`src/rtl/timer_pkg.sv`:
```
// timer_pkg: shared state encoding and default widths for countdown_timer
package timer_pkg;
    typedef enum logic [1:0] {
        ST_IDLE    = 2'd0,
        ST_RUN     = 2'd1,
        ST_EXPIRED = 2'd2
    } state_t;
    localparam int DEF_WIDTH      = 4;
    localparam int DEF_PRESCALE_W = 4;
endpackage

```
`src/rtl/tick_prescaler.sv`:
```
// tick_prescaler: emits one tick per (prescale+1) run cycles; >= compare tolerates prescale shrinking mid-count
module tick_prescaler #(
    parameter int PRESCALE_W = 4
) (
    input  logic                  clk,
    input  logic                  rst_n,
    input  logic                  clear,
    input  logic                  run,
    input  logic [PRESCALE_W-1:0] prescale,
    output logic                  tick
);
    logic [PRESCALE_W-1:0] pre_cnt;

    assign tick = run && (pre_cnt >= prescale);

    always_ff @(posedge clk) begin
        if (!rst_n || clear)
            pre_cnt <= '0;
        else if (run)
            pre_cnt <= tick ? '0 : pre_cnt + PRESCALE_W'(1);
    end
endmodule

```
`src/rtl/countdown_timer.sv`:
```
// countdown_timer: loadable prescaled down-counter with terminal-count pulse and optional auto-reload
module countdown_timer
    import timer_pkg::*;
#(
    parameter int WIDTH      = DEF_WIDTH,
    parameter int PRESCALE_W = DEF_PRESCALE_W
) (
    input  logic                  clk,
    input  logic                  rst_n,
    input  logic                  load,
    input  logic [WIDTH-1:0]      load_val,
    input  logic [PRESCALE_W-1:0] prescale,
    input  logic                  enable,
    input  logic                  auto_reload,
    output logic [WIDTH-1:0]      count,
    output logic                  tc,
    output logic                  busy,
    output logic                  expired
);
    state_t           state, state_n;
    logic [WIDTH-1:0] reload_reg, reload_n, count_n;
    logic             tc_n, tick;

    tick_prescaler #(.PRESCALE_W(PRESCALE_W)) u_pre (
        .clk      (clk),
        .rst_n    (rst_n),
        .clear    (load),
        .run      (state == ST_RUN && enable && !load),
        .prescale (prescale),
        .tick     (tick)
    );

    assign busy    = state == ST_RUN;
    assign expired = state == ST_EXPIRED;

    always_ff @(posedge clk) begin
        if (!rst_n) begin
            state      <= ST_IDLE;
            count      <= '0;
            reload_reg <= '0;
            tc         <= 1'b0;
        end else begin
            state      <= state_n;
            count      <= count_n;
            reload_reg <= reload_n;
            tc         <= tc_n;
        end
    end

    always_comb begin
        state_n  = state;
        count_n  = count;
        reload_n = reload_reg;
        tc_n     = 1'b0;
        if (load) begin
            count_n  = load_val;
            reload_n = load_val;
            state_n  = (load_val != '0) ? ST_RUN : ST_IDLE;
        end else if (tick) begin
            if (count > WIDTH'(1)) begin
                count_n = count - WIDTH'(1);
            end else begin
                tc_n    = 1'b1;
                count_n = auto_reload ? reload_reg : '0;
                state_n = auto_reload ? ST_RUN : ST_EXPIRED;
            end
        end
    end
endmodule

```
`config.mk`:
```
export PLATFORM = sky130hd
export DESIGN_NAME = countdown_timer
export DESIGN_NICKNAME = d
export VERILOG_FILES = /design/src/rtl/timer_pkg.sv /design/src/rtl/tick_prescaler.sv /design/src/rtl/countdown_timer.sv
export SDC_FILE = /design/constraint.sdc
export NUM_CORES = 1
export LEC_CHECK = 0
export BUFFER_PORTS_ARGS = -buffer_cell sky130_fd_sc_hd__buf_2
export CAP_MARGIN = 20
export CORE_MARGIN = 5
export CORE_UTILIZATION = 51
export CTS_CLUSTER_DIAMETER = 40
export CTS_CLUSTER_SIZE = 28
export DETAILED_ROUTE_END_ITERATION = 10
export PLACE_DENSITY_LB_ADDON = 0.08
export SKIP_CTS_REPAIR_TIMING = 1
export SLEW_MARGIN = 20
export SYNTH_ARGS = -nofsm -noshare
export SYNTH_HDL_FRONTEND = slang
export SYNTH_SLANG_ARGS = --single-unit
```
`constraint.sdc`:
```
create_clock -name clk -period 1.9 [get_ports clk]
set_input_delay 0.475 -clock clk [delete_from_list [all_inputs] [get_ports clk]]
set_output_delay 0.475 -clock clk [all_outputs]
set_load 0.02 [all_outputs]
```
### Word level (Yosys, flattened, before mapping)

Cells that the tools add are included.

* word-level logic and storage cells: 35
* output and inout bits: 7
* register bits after elaboration: 15

* reductions and logical operators: 10
* $add $sub $neg: 2
* order comparisons: 2
* mux-type cells: 11
* bitwise logic cells: 2
* eq/ne operators: 3

Operators by type and width (number)
* 4-bit two-way mux: 5
* 2-bit two-way mux: 4
* 4-bit by 1-bit adder with 4-bit output (second input constant): 1
* 4-bit greater-or-equal comparator: 1
* 4-bit by 1-bit greater-than comparator with 1-bit output (second input constant): 1
* 4-bit nonzero test: 1
* 4-bit by 1-bit subtractor with 4-bit output (second input constant): 1
* 1-bit logical AND: 3
* 3-bit OR reduction: 1
* 2-bit by 1-bit == test with 1-bit output (second input constant): 1
* 2-bit == test (second input constant): 1
* 1-bit zero test: 2
* 1-bit two-way mux: 2
* 2-bit inequality test (second input constant): 1
* 1-bit NOT: 2
* 2-bit AND reduction: 1
* 2-bit nonzero test: 1
* 1-bit logical OR: 1

### Logic depth before layout (Yosys ltp)

Gate-level depths: netlist of run 1.

* word-level depth: 6
* gate-level depth with buffers: 6
* mapped depth without buffers: 6

### By module

A second synthesis of run 1 with hierarchy kept.

* cells, all modules: 101
* area total of the unflattened synthesis: 903.4 sq um

By module, submodules not included
* countdown_timer: instances 1, cells an instance 65, area an instance 574.3 sq um
* tick_prescaler: instances 1, cells an instance 36, area an instance 329.1 sq um

### Worst setup path before layout of run 1

No wires, ideal clock.

* kind: flip-flop to flip-flop
* start point: reg count[0]
* end point: reg count[1]
* cell stages (with the launch flop): 6
* arrival time: 1.568 ns
* buffers on the path: 0
* path slack: 0.239 ns
* required time: 1.807 ns
* library setup time: 0.093 ns
* clock period less this slack: 1.661 ns
* cells stage by stage: dfxtp_1 > ha_1 > nor2_1 > nor3_2 > mux2_2 > o311ai_2

* word-level cells in the longest chain between the ends: 4
* elaborated cells between the ends (all ways): 5
* those cells by class: add/sub (1); order compare (1); mux (3)

Ends and longest elaborated chain
* from (decl): line countdown_timer.sv:15 `output logic [WIDTH-1:0] count,`
* from (signal assigned): line countdown_timer.sv:44 `count <= count_n;`
* 4-bit by 1-bit subtractor with 4-bit output or 4-bit by 1-bit greater-than comparator with 1-bit output (tied branches): line countdown_timer.sv:61, countdown_timer.sv:60
* 4-bit two-way mux (*): line countdown_timer.sv:60 `if (count > WIDTH'(1)) begin`
* 4-bit two-way mux (*): line countdown_timer.sv:59 `end else if (tick) begin`
* 4-bit two-way mux (*): line countdown_timer.sv:55 `if (load) begin`

Every way passes the cells marked *; elsewhere a longest branch is shown, timed or not. The select of a mux whose other input is x is not followed.
A chain may end at the register's enable or synchronous reset.

### Final worst setup path of run 1

Same ends and word-level chain as after synthesis.

==> flow_summary.yaml, run 1 <==
setup_path:
  crit_chain: "inv_1, ha_1, nor2_1, nor3_2, mux2_2, o311ai_2"
  crit_path_max_fanout: 5
  cpPeakStageDelay_ps: 390
  slowest_stage: "mux2_2"
  worstReg2RegStart: "count[0]"
  path_class: "reg2reg"
  cp-start-kind: "register"
  r2r_cells: 6
  crit_buf_inv: 1
  worst_path_dominant_cell_family: "simple AND/OR/NAND/NOR gates"
  arrival_ps: 1950
  critPathRequiredTime_ps: 2090
  startpoint: "count[0]"
  timing.rr.end: "count[1]"
  regToRegSetupSlack_ps: 150
  cp-end-kind: "register"
global_routing:
  grt_pass1_wl_mm: 3.42
  antenna_found_initial: 0
  grt_max_degree: 17
  grt_pass1_vias: 771
  track_usage_pct: 16.6
  overflow: 0
placed_design:
  gp_congestion: 0.905
  hpwl_mm: 1.60
  io_buffers: 19
  post-place-ws_ps: 71.8
timing:
  fmax_ghz: 0.570
  min_period_ps: 1750
  finalCritPeriodShare_pct: 92.3
  finalSetupViolCount: 0
  rsz0062_at_grt: "false"
  worst_slack_ps: 146
  fin_tns_setup_ps: 0
  fin_skew_ps: 5.01
  hold_viol_final: 0
  finalMaxSlewViolations: 0
  max_slew.worst_pin.slew_ps: 450
  slew_headroom_pct: 69.2
yosys:
  synth_fp_nets: 127
  ys.flop_type: "dfxtp_1"
  yosys.cell_count.top_type: "dfxtp_1"
  synth_edf_count: 0
  ys_seq_area_share_pct: 31.5
  synth-seq-cells: 15
  syn_area_sq_um: 955
  synth_common_cells: "dfxtp_1 (15), inv_1 (9), nand3_1 (8)"
  ys_top_cells_by_area: "dfxtp_1 (31%), ha_1 (9.2%), mux2i_1 (6.3%), nor2b_1 (4.6%), nand3_1 (4.2%)"
  yosys.area.top_type: "dfxtp_1"
  synth-async-reset-ratio_pct: 0
  synth_cell_types: 40
  netlist.area_leader.share_pct: 31.5
  yosys_warnings: 0
  netlist_instances: 107
  syn_area_per_cell_sq_um: 8.92
detailed_routing:
  drc: 0
  maxUsedRoutingLayer: "met4"
  route.met2.wl_um: 878
  routed_wl_mm: 2.03
  num_vias: 863
  route.met3.wl_um: 124
  wl_met1_um: 993
  drt_iter0_markers: 21
  drt_pre_antenna_iters: 4
  via_per_inst: 5.64
  wl_per_cell_um: 13.3
  ant_nets: 0
floorplanning:
  io-pin-count: 20
  die_h_um: 53.3
  die_x_um: 53.3
  core_sq_um: 1750
  rows: 15
  die-area_sq_um: 2840
  initial_core_util_pct: 54.7
clock_network:
  clkTransAtPathRegs_ps: 90
  cts_sinks: 15
  clock_latency_ps: 280
  cts_made_buffers: 3
  clk_path_buf_depth: 2
  cts_tree: "yes"
  htreeDepth: 1
  cts_root_buf: "clkbuf_4"
power:
  p_per_area_nw_per_um2: 588
  leakagePower_uw: 0.000466
  ir_drop_mv: 0.431
finish:
  area_growth_syn_to_layout_pct: 15.3
  nFillCells: 159
  n_antenna_cell: 0
  nNetsFinal: 149
  drive_gt1_share_pct: 25.0
worst_hold_path:
  hp-start: "load_val[3]"
  hold_class: "in2reg"
  hold_depth: 3
  min_to: "count[3]"
status:
  status: "complete, no violations"
job:
  cap_viol_max_count: 0
metal layers:
layer	GRT usage, %	up-vias
met2	24.3	28
met5	0	-
met4	8.94	0
li1	-	432
met3	1.69	4
met1	23.5	399
cell type report:
| class | instances | area, sq um | area share, % |
|---|---|---|---|
| sequential | 15 | 300 | 27.3 |
| timing repair buffer | 21 | 110 | 10.0 |
| clock buffer | 4 | 26.3 | 2.39 |
| multi-input combinational | 79 | 599 | 54.4 |
| inverter | 9 | 33.8 | 3.07 |
| tap | 25 | 31.3 | 2.84 |
kinds of logic after synthesis:
family | Yosys count | synth area share (%)
and+or+nand+nor | 43 | 25.2
adders and majority gates | 7 | 9.17
AOI/OAI and AO/OA | 18 | 17.0
DFF | 15 | 31.5
muxes | 8 | 8.65
xor gates and xnor gates | 3 | 2.75
buffers and inverters | 13 | 5.77
per-stage QoR:
step           area, sq um  hold slack [ps]  total power, uW  instances  utilization (%)
2_1_floorplan          955              456              431        107                -
3_3_place_gp          1070              479              472        149             61.6
3_5_place_dp          1070              486              474        149             61.6
4_1_cts               1100              449              653        153             63.1
5_1_grt               1100              465              686        153             63.1
6_report              1100              456              647        153             63.1
report_power, final:
group | internal, uW | switching [uW] | total [uW] | leakage [uW]
combinational | 55.4 | 72.3 | 128 | 0.000328
clock | 81.5 | 98.1 | 180 | 0.0000150
sequential | 326 | 13.7 | 340 | 0.000123
worst max-delay path by stage:
| stage | end | slack [ps] | cells past startpoint |
|---|---|---|---|
| finish | count[1] | 150 | 6 |
| global route | count[1] | 3 | 6 |
| CTS | count[1] | 150 | 6 |
| detailed placement | count[0] | 70 | 7 |
| global placement | count[0] | 80 | 7 |
| floorplan | count[1] | 240 | 5 |
cells in the final DEF, fill, tap and decap left out, types with 3 or more instances in the layout:
master | synthesis | routed
buf_2 | 2 | 19
dfxtp_1 | 15 | 15
inv_1 | 9 | 9
nand3_1 | 8 | 8
nor2b_1 | 7 | 7
nor3_1 | 7 | 7
ha_1 | 7 | 7
nand2_1 | 6 | 6
mux2i_1 | 6 | 6
nor2_1 | 3 | 3
o211ai_1 | 3 | 3
clkbuf_4 | 0 | 3
tightest hold or removal path: cells and delay by family:
| kind | cells | cell delay, ps |
|---|---|---|
| buf+inv | 1 | 100 |
| simple gates | 1 | 60 |
| compound gates | 1 | 60 |
No activity file was read; power rests on OpenSTA's default activity.
==> inputs of run 2 (changes only) <==
CORE_UTILIZATION = 47   (was 51)
clock period = 1.5 ns   (was 1.9 ns; I/O delays follow)
==> flow_summary.yaml, run 2 (synthesis results as in run 1) <==
finish:
  nNetsFinal: 169
  area_growth_syn_to_layout_pct: 53.3
  nFillCells: 149
  multi_input_comb_area_sq_um: 782
  n_antenna_cell: 0
  layout_common_cells: "buf_4 (21), buf_2 (19), nand3_1 (8)"
  layout_commonest_cell: "buf_4"
  drive_gt1_share_pct: 55.4
  final-seq-area_sq_um: 318
timing:
  finalSetupViolCount: 1
  finalMaxSlewViolations: 0
  max_slew.worst_pin.slew_ps: 334
  fin_tns_setup_ps: -25.1
  fin_skew_ps: 5.95
  finalCritPeriodShare_pct: 102
  fmax_ghz: 0.656
  holdWs_ps: 332
  rsz0062_at_grt: "true"
  worst_slack_ps: -25.1
  hold_viol_final: 0
  min_period_ps: 1530
  slew_headroom_pct: 77.7
floorplanning:
  die_x_um: 55.1
  die_h_um: 55.1
  core_sq_um: 1940
  io-pin-count: 20
  die-area_sq_um: 3030
  initial_core_util_pct: 49.2
  rows: 16
clock_network:
  clock_latency_ps: 300
  cts_tree: "yes"
  cts_made_buffers: 3
  clk_path_buf_depth: 2
  cts_root_buf: "clkbuf_4"
  cts_sinks: 15
  clkTransAtPathRegs_ps: 100
  htreeDepth: 1
power:
  leakagePower_uw: 0.000605
  p_per_area_nw_per_um2: 639
  ir_drop_mv: 0.464
setup_path:
  r2r_cells: 5
  regToRegSetupSlack_ps: -30
  arrival_ps: 1760
  path_class: "reg2reg"
  cp-end-kind: "register"
  startpoint: "u_pre.pre_cnt[2]"
  worstReg2RegStart: "u_pre.pre_cnt[2]"
  crit_path_max_fanout: 6
  crit_end: "state[0]"
  critPathRequiredTime_ps: 1730
  timing.rr.end: "state[0]"
  cp-start-kind: "register"
global_routing:
  grt_max_degree: 11
  antenna_found_initial: 0
  grt_pass1_wl_mm: 4.00
  grt_pass1_vias: 902
  overflow: 0
  track_usage_pct: 19.2
detailed_routing:
  ant_nets: 0
  drt_iter0_markers: 29
  num_vias: 972
  routed_wl_mm: 2.63
  drc: 0
  via_per_inst: 5.55
  wl_per_cell_um: 15.0
  drt_pre_antenna_iters: 4
placed_design:
  gp_congestion: 0.983
  io_buffers: 19
  hpwl_mm: 1.92
job:
  cap_viol_max_count: 0
status:
  violations: "negative setup slack"
  status: "finished with violations"
worst_hold_path:
  hold_class: "in2reg"
  hold_depth: 3
## run 2: cell count changes in the layout (fill, tap and decap cells not counted), sizes merged
cell    change
clkbuf      -1
clkinv      +1
buf        +20
## run 2: worst min path at each step
stage / from / to / slack, ps
after floorplan: state[0] / state[0] / 460
after global placement: state[0] / state[0] / 470
after detailed placement: state[0] / state[0] / 480
after CTS: load_val[3] / count[3] / 340
after global routing: load_val[3] / count[3] / 350
final: load_val[3] / count[3] / 330
## run 2: power by group
part           switching, uW  internal (uW)  total, uW
logic                    128            126        254
clock network            151           99.6        250
registers               19.7            411        431
## run 2: worst max-delay path, cell delays in order (launching register included)
cell     delay, ps
dfxtp_2        370
ha_4           210
o21a_4         230
o21a_4         260
a31oi_4        180
mux2i_1        220
## run 2: cell type report
cell class              count  share of cell area, %
well taps                  27                   2.31
clock buffers               3                   1.54
inverters                   9                   2.65
clock inverters             1                  0.342
repair buffers             41                   18.0
multi-input cells          79                   53.4
flip-flops and latches     15                   21.7
## run 2: routing by layer
layer	vias up	track usage, %	wire length (um)
li1	474	-	-
met1	449	24.3	1130
met2	40	29.5	1210
met3	9	4.29	198
met4	0	11.3	101
met5	-	0	0
## run 2: stage by stage
stage	cells	total power, uW	instance area (sq um)	util (%)	setup slack (ps)
final	175	935	1460	75.4	-25.1
after global placement	167	647	1250	64.6	-115
after detailed placement	167	654	1250	64.6	-177
after CTS	171	892	1280	66.0	-21.1
after global routing	175	980	1460	75.4	-77.2
after floorplan	107	563	1010	-	3.68
